==> src/rtl/led_scan_display_pkg.sv <==
// Shared types and constants for the multiplexed 7-segment display driver.
// Segment patterns are active-high with a = bit 0, g = bit 6; the dp bit is
// added by the decoder as bit 7.
package led_pkg;

    typedef struct packed {
        logic       dp;
        logic [3:0] val;
    } digit_code_t;

    // Active-high "nothing lit" pattern; polarity is applied at the output register.
    localparam logic [7:0] SEG_OFF = 8'h00;

    localparam logic [6:0] SEG_PATTERN [16] = '{
        7'h3F, 7'h06, 7'h5B, 7'h4F, 7'h66, 7'h6D, 7'h7D, 7'h07,
        7'h7F, 7'h6F, 7'h77, 7'h7C, 7'h39, 7'h5E, 7'h79, 7'h71
    };

endpackage

==> src/rtl/led_scan_display_if.sv <==
// Register-side bus of the display driver: the write strobe with its data and
// blank mask, plus the "shadow not yet shown" status flag.
interface led_scan_display_if #(
    parameter int DIGITS = 8
);
    logic                  load;
    logic [5*DIGITS-1:0]   digit_data;
    logic [DIGITS-1:0]     blank_mask;
    logic                  o_pending;

    modport master (output load, digit_data, blank_mask, input o_pending);
    modport slave  (input load, digit_data, blank_mask, output o_pending);
endinterface

==> src/rtl/led_seg_decode.sv <==
// Combinational hex + dp to 7-segment decoder, active-high output {dp,g..a}.
module led_seg_decode
    import led_pkg::*;
(
    input  digit_code_t code,
    output logic [7:0]  seg
);

    assign seg = {code.dp, SEG_PATTERN[code.val]};

endmodule

==> src/rtl/led_scan_display.sv <==
// Multiplexed 7-segment display driver with double-buffered digit data and a
// per-slot dead time to suppress ghosting. All outputs are registered and lag
// the scan counters by one cycle.
// Optional feature: define LED_SCAN_ZERO_SUPPRESS_EN to darken leading zero
// digits (nibble 0 and dp 0, with all more-significant digits also dark).
module led_scan_display
    import led_pkg::*;
#(
    parameter int DIGITS     = 8,
    parameter int SCAN_DIV   = 50000,
    parameter int DEAD_CYC   = 16,
    parameter int ACTIVE_LOW = 1
) (
    input  logic                clk,
    input  logic                rst,
    led_scan_display_if.slave   bus,
    output logic [7:0]          o_seg,
    output logic [DIGITS-1:0]   o_dig_sel,
    output logic                o_frame_start
);

    localparam int CW = $clog2(SCAN_DIV);
    localparam int IW = (DIGITS > 1) ? $clog2(DIGITS) : 1;

    localparam logic [CW-1:0] LAST_DIV = CW'(SCAN_DIV - 1);
    localparam logic [CW-1:0] DEAD_LIM = CW'(DEAD_CYC);
    localparam logic [IW-1:0] LAST_IDX = IW'(DIGITS - 1);

    localparam logic [7:0]        SEG_IDLE = (ACTIVE_LOW != 0) ? 8'hFF : 8'h00;
    localparam logic [DIGITS-1:0] SEL_IDLE = (ACTIVE_LOW != 0) ? {DIGITS{1'b1}} : {DIGITS{1'b0}};

    logic [CW-1:0]          div_cnt;
    logic [IW-1:0]          idx;
    logic                   boundary;

    logic [5*DIGITS-1:0]    shadow_data;
    logic [DIGITS-1:0]      shadow_mask;
    logic [5*DIGITS-1:0]    active_data;
    logic [DIGITS-1:0]      active_mask;
    logic                   pending_reg;

    digit_code_t            codes [DIGITS];
    logic [DIGITS-1:0]      zero_dark;
    digit_code_t            cur_code;
    logic [7:0]             cur_seg;
    logic                   cur_dark;
    logic [7:0]             seg_next;
    logic [DIGITS-1:0]      sel_next;

    // The last cycle of the last slot closes the frame; active data swaps here.
    assign boundary = (div_cnt == LAST_DIV) && (idx == LAST_IDX);

    // Prescaler and slot index; idx stays 0 when only one digit exists.
    always_ff @(posedge clk or posedge rst) begin
        if (rst) begin
            div_cnt <= '0;
            idx     <= '0;
        end else if (div_cnt == LAST_DIV) begin
            div_cnt <= '0;
            idx     <= (idx == LAST_IDX) ? '0 : idx + 1'b1;
        end else begin
            div_cnt <= div_cnt + 1'b1;
        end
    end

    // Double buffer: writes land in the shadow and are promoted only at a
    // frame boundary, so a frame never mixes old and new digits. A write on
    // the boundary cycle bypasses the shadow and leaves nothing pending.
    always_ff @(posedge clk or posedge rst) begin
        if (rst) begin
            shadow_data <= '0;
            shadow_mask <= '0;
            active_data <= '0;
            active_mask <= '0;
            pending_reg <= 1'b0;
        end else begin
            if (bus.load) begin
                shadow_data <= bus.digit_data;
                shadow_mask <= bus.blank_mask;
            end
            if (boundary && bus.load) begin
                active_data <= bus.digit_data;
                active_mask <= bus.blank_mask;
                pending_reg <= 1'b0;
            end else if (boundary && pending_reg) begin
                active_data <= shadow_data;
                active_mask <= shadow_mask;
                pending_reg <= 1'b0;
            end else if (bus.load) begin
                pending_reg <= 1'b1;
            end
        end
    end

    assign bus.o_pending = pending_reg;

    // Split the packed active register into per-digit codes.
    generate
        for (genvar gi = 0; gi < DIGITS; gi++) begin : g_codes
            assign codes[gi] = active_data[5*gi +: 5];
        end
    endgenerate

`ifdef LED_SCAN_ZERO_SUPPRESS_EN
    logic zero_run;

    // Walk from the most-significant digit down; a run of blank zeros stops at
    // the first nonzero code, and digit 0 is always shown.
    always_comb begin
        zero_dark = '0;
        zero_run  = 1'b1;
        for (int i = DIGITS - 1; i >= 1; i--) begin
            zero_run     = zero_run && ({codes[i].dp, codes[i].val} == 5'd0);
            zero_dark[i] = zero_run;
        end
    end
`else
    assign zero_dark = '0;
`endif

    assign cur_code = codes[idx];
    assign cur_dark = active_mask[idx] | zero_dark[idx];

    led_seg_decode u_seg_decode (
        .code (cur_code),
        .seg  (cur_seg)
    );

    // Slot content before polarity: dark during dead time, else the selected digit.
    always_comb begin
        seg_next = SEG_OFF;
        sel_next = '0;
        if (div_cnt >= DEAD_LIM) begin
            sel_next[idx] = 1'b1;
            if (!cur_dark) begin
                seg_next = cur_seg;
            end
        end
    end

    // Output registers; polarity inversion happens here so pins are glitch-free.
    always_ff @(posedge clk or posedge rst) begin
        if (rst) begin
            o_seg         <= SEG_IDLE;
            o_dig_sel     <= SEL_IDLE;
            o_frame_start <= 1'b0;
        end else begin
            if (ACTIVE_LOW != 0) begin
                o_seg     <= ~seg_next;
                o_dig_sel <= ~sel_next;
            end else begin
                o_seg     <= seg_next;
                o_dig_sel <= sel_next;
            end
            o_frame_start <= (div_cnt == '0) && (idx == '0);
        end
    end

endmodule

==> src/flat_wrapper.sv <==
// flat-port wrapper written by rule: the top's interface ports become plain ports
module led_scan_display_flat import led_pkg::*;
#(
    parameter int DIGITS     = 8,
    parameter int SCAN_DIV   = 50000,
    parameter int DEAD_CYC   = 16,
    parameter int ACTIVE_LOW = 1
)
  (clk, rst, o_seg, o_dig_sel, o_frame_start, bus_load, bus_digit_data, bus_blank_mask, bus_o_pending);
  led_scan_display_if #(.DIGITS(DIGITS)) bus_i ();
  input  logic clk;
  input  logic rst;
  output logic [7:0] o_seg;
  output logic [DIGITS-1:0] o_dig_sel;
  output logic o_frame_start;
  input wire logic [$bits(bus_i.load)-1:0] bus_load;
  input wire logic [$bits(bus_i.digit_data)-1:0] bus_digit_data;
  input wire logic [$bits(bus_i.blank_mask)-1:0] bus_blank_mask;
  output wire logic [$bits(bus_i.o_pending)-1:0] bus_o_pending;
  assign bus_i.load = bus_load;
  assign bus_i.digit_data = bus_digit_data;
  assign bus_i.blank_mask = bus_blank_mask;
  assign bus_o_pending = bus_i.o_pending;
  led_scan_display #(.DIGITS(DIGITS), .SCAN_DIV(SCAN_DIV), .DEAD_CYC(DEAD_CYC), .ACTIVE_LOW(ACTIVE_LOW)) u_core (.clk(clk), .rst(rst), .bus(bus_i), .o_seg(o_seg), .o_dig_sel(o_dig_sel), .o_frame_start(o_frame_start));
endmodule
==> config.mk <==
export PLATFORM = sky130hd
export DESIGN_NAME = led_scan_display_flat
export DESIGN_NICKNAME = d
export VERILOG_FILES = /design/src/rtl/led_scan_display_pkg.sv /design/src/rtl/led_scan_display_if.sv /design/src/rtl/led_seg_decode.sv /design/src/rtl/led_scan_display.sv /design/src/flat_wrapper.sv
export SDC_FILE = /design/constraint.sdc
export NUM_CORES = 1
export LEC_CHECK = 0
export ABC_AREA = 1
export CAP_MARGIN = 20
export CORE_ASPECT_RATIO = 1.2
export CORE_MARGIN = 10
export CORE_UTILIZATION = 46
export DETAILED_ROUTE_END_ITERATION = 8
export GPL_TIMING_DRIVEN = 0
export HOLD_SLACK_MARGIN = 0.05
export PLACE_DENSITY = 0.67
export REMOVE_ABC_BUFFERS = 1
export SETUP_SLACK_MARGIN = 0.5
export SLEW_MARGIN = 15
export SYNTH_ARGS = -nofsm -noshare
export SYNTH_HDL_FRONTEND = slang
export SYNTH_HIERARCHICAL = 1
export SYNTH_SLANG_ARGS = --single-unit
==> constraint.sdc <==
create_clock -name clk -period 4.9 [get_ports clk]
set_input_delay 0.98 -clock clk [delete_from_list [all_inputs] [get_ports clk]]
set_output_delay 0.98 -clock clk [all_outputs]
set_load 0.05 [all_outputs]
==> flow_metrics.tcl <==
set metrics [dict create \
    setup_viol 0 \
    layout.cells.non_filler 1057 \
    worstMarginPinSlew_ns 0.944 \
    start_kind "flop" \
    dr.max_layer_used "met4" \
    drt_iter0_drc 380 \
    postPlaceCellArea_mm2 0.00727 \
    die-height_um 150 \
    path_clk_slew_ns 0.06 \
    ys.flop_type "dfrtp_1" \
    hold_buffers 0 \
    viasPerCell 4.83 \
    antennaDiodeCount 0 \
    cts_setup_buffers 0 \
    netlist_area_mm2 0.00648 \
    numCtsBuffers 17 \
    relSlewSlack 0.368 \
    core-area_mm2 0.0138 \
    synth.most_common_cell "nand2_1" \
    antenna_found_initial 0 \
    finalPower_mw 2.69 \
    syn_avg_cell_area_um2 7.95 \
    cp-end-kind "flop" \
    min-delay-start "u_core/active_data[38]$_DFFE_PP0P_" \
    hp-class "reg -> reg" \
    synth_xor_area_frac 0.00811 \
    final_nets 936 \
    grt_pass1_vias 5325 \
    r2r_start "u_core/idx[0]$_DFFE_PP0N_" \
    synthAdderAreaFrac 0.0232 \
    tritoncts "built" \
    port_buffers 68 \
    report.final.slew_viol_count 0 \
    r2r_end "u_core/o_seg[3]$_DFF_PP1_" \
    p_leak_nw 4.12 \
    fin_crit_ns 3.24 \
    reg2reg_slack_ns 1.66 \
    ys_ff_latch 133 \
    wl_met3_um 787 \
    track_usage 0.156 \
    placementRows 47 \
    start_util 0.469 \
    grt_overflow_total 0 \
    yosys-mux-area-fraction 0 \
    yosys_warnings 6 \
    cap_violations 0 \
    postRouteAntennaNets 0 \
    grt_first_pass_wirelength_um 24500 \
    criticalPathCategory "reg -> reg" \
    htree_levels 4 \
    crit_required_ns 5.24 \
    met1Wirelength_um 6260 \
    synth_top_family_by_area "simple AND/OR/NAND/NOR gates" \
    yosys-top-cells-area "dfrtp_1 45%, nand2_1 14%, nor2_1 8.6%" \
    wire_per_inst_um 13.5 \
    cts-root-buf "clkbuf_16" \
    cts.sinks 133 \
    die_w_um 128 \
    synth_top_area_frac 0.452 \
    gp_congestion 0.831 \
    area_growth_pct 22.4 \
    drive_gt1_frac 0.104 \
    yosys.cell_types.count 33 \
    drc_errors 0 \
    async_flop_share 1.00 \
    synthSimpleGateAreaFrac 0.281 \
    reg2reg_depth 11 \
    whs_ns 0.473 \
    cts_resized 0 \
    crit_arrival_ns 3.58 \
    synth_commonest_cells "236 x nand2_1, 148 x nor2_1, 117 x dfrtp_1, 75 x inv_1, 50 x a21oi_1" \
    synthCells 815 \
    grt_max_degree 83 \
    wl_met2_um 7050 \
    seq_area_frac_synth 0.517 \
    period_share 0.662 \
    finalHoldViolCount 0 \
    cts_max_path_buffers 2 \
    power_density_mw_per_mm2 340 \
    io_pins 69 \
    status "completed" \
    cp_max_fo 28 \
    min_path_cells 2 \
    post-dp-hpwl_um 9260 \
    dr.pass1.iters 5 \
    fin_skew_ns 0.00599 \
    synth_edf_count 0 \
    min_to "u_core/active_data[38]$_DFFE_PP0P_" \
    synth-compound-area-share 0.0887 \
    fmax_mhz 308 \
    grt_setup_unrepaired "no" \
    placed_cells 1025 \
    setup_tns_ns 0 \
    die-area_mm2 0.0192 \
    wirelength_um 14300 \
    clk_latency_ns 0.41 \
    fin_area_mm2 0.00793 \
    vdd_drop_max_mv 0.178 \
    num_vias 5105 \
    yosys.area.top_type "dfrtp_1" \
]
[kinds of logic after synthesis]
group / Yosys count
AND/OR/NAND/NOR: 442
flip-flops: 133
buffers and inverters: 118
AO/OA/AOI/OAI: 104
adder cells (fa/ha/maj): 12
XOR/XNOR: 6
[through the flow]
step / setup slack, ns / utilization
2_1_floorplan: 0.392 / -
3_3_place_gp: -1.51 / 0.518
3_5_place_dp: 1.68 / 0.526
4_1_cts: 1.60 / 0.574
5_1_grt: 1.41 / 0.574
6_report: 1.66 / 0.574
[state kept, by name (all words and copies together) (netlist names)]
name and count:
u_core/shadow_mask 8, u_core/div_cnt 16, u_core/active_data 40, u_core/o_frame_start 1, u_core/active_mask 8, u_core/o_seg 8, u_core/idx 3, u_core/shadow_data 40
u_core/o_dig_sel 8, u_core/bus.o_pending 1
[cell type report]
class                   instances  area, um2
fillers                      1292       5890
flip-flops and latches        133       3350
multi-input cells             564       2610
repair buffers                 72        776
clock buffers                  19        453
inverters                      85        327
well taps                     171        214
clock inverters                13        204
[routing by layer]
metal  vias up  global-route usage
met1      2351               0.186
li1       2640                   -
met4         0              0.0462
met2       102               0.270
met3        12              0.0400
met5         -                   0
[cell usage in the layout (no fill, tap or decap), types with 6 or more instances in the layout]
master	instances
inv_1	74
inv_2	9
dfrtp_1	117
a21oi_1	50
nand3_1	18
dfstp_2	16
nand2_2	22
nand2_1	236
clkdlybuf4s50_1	68
ha_1	12
nor2_1	148
o21a_1	10
xor2_1	6
clkbuf_16	17
nand4_1	7
o21ai_0	30
[where the power goes]
part           switching (mW)  total (mW)  internal [mW]
combinational          0.0858       0.156         0.0701
clock                   0.467        1.39          0.927
sequential            0.00852        1.14           1.13
[worst max-delay path, stage by stage (launching register included)]
cell,delay [ns]
dfrtp_1,0.96
inv_2,0.47
o21a_1,0.31
o21ai_0,0.09
o2111ai_1,0.40
inv_1,0.25
ha_1,0.26
nand2_1,0.08
o21ai_0,0.10
nand2_1,0.09
nand2_1,0.05
nand3_1,0.08
[worst max path at each step]
stage,from,to,slack [ns],cells past startpoint
6_report,u_core/idx[0]$_DFFE_PP0N_,u_core/o_seg[3]$_DFF_PP1_,1.66,11
2_1_floorplan,rst,u_core/active_data[0]$_DFFE_PP0P_,0.39,1
5_1_grt,u_core/idx[0]$_DFFE_PP0N_,u_core/o_seg[3]$_DFF_PP1_,1.41,11
4_1_cts,u_core/idx[0]$_DFFE_PP0N_,u_core/o_seg[3]$_DFF_PP1_,1.60,11
3_5_place_dp,u_core/idx[0]$_DFFE_PP0N_,u_core/o_seg[3]$_DFF_PP1_,1.68,11
3_3_place_gp,rst,u_core/shadow_data[11]$_DFFE_PP0P_,-1.51,2
No activity file was read; power rests on OpenSTA's default activity.
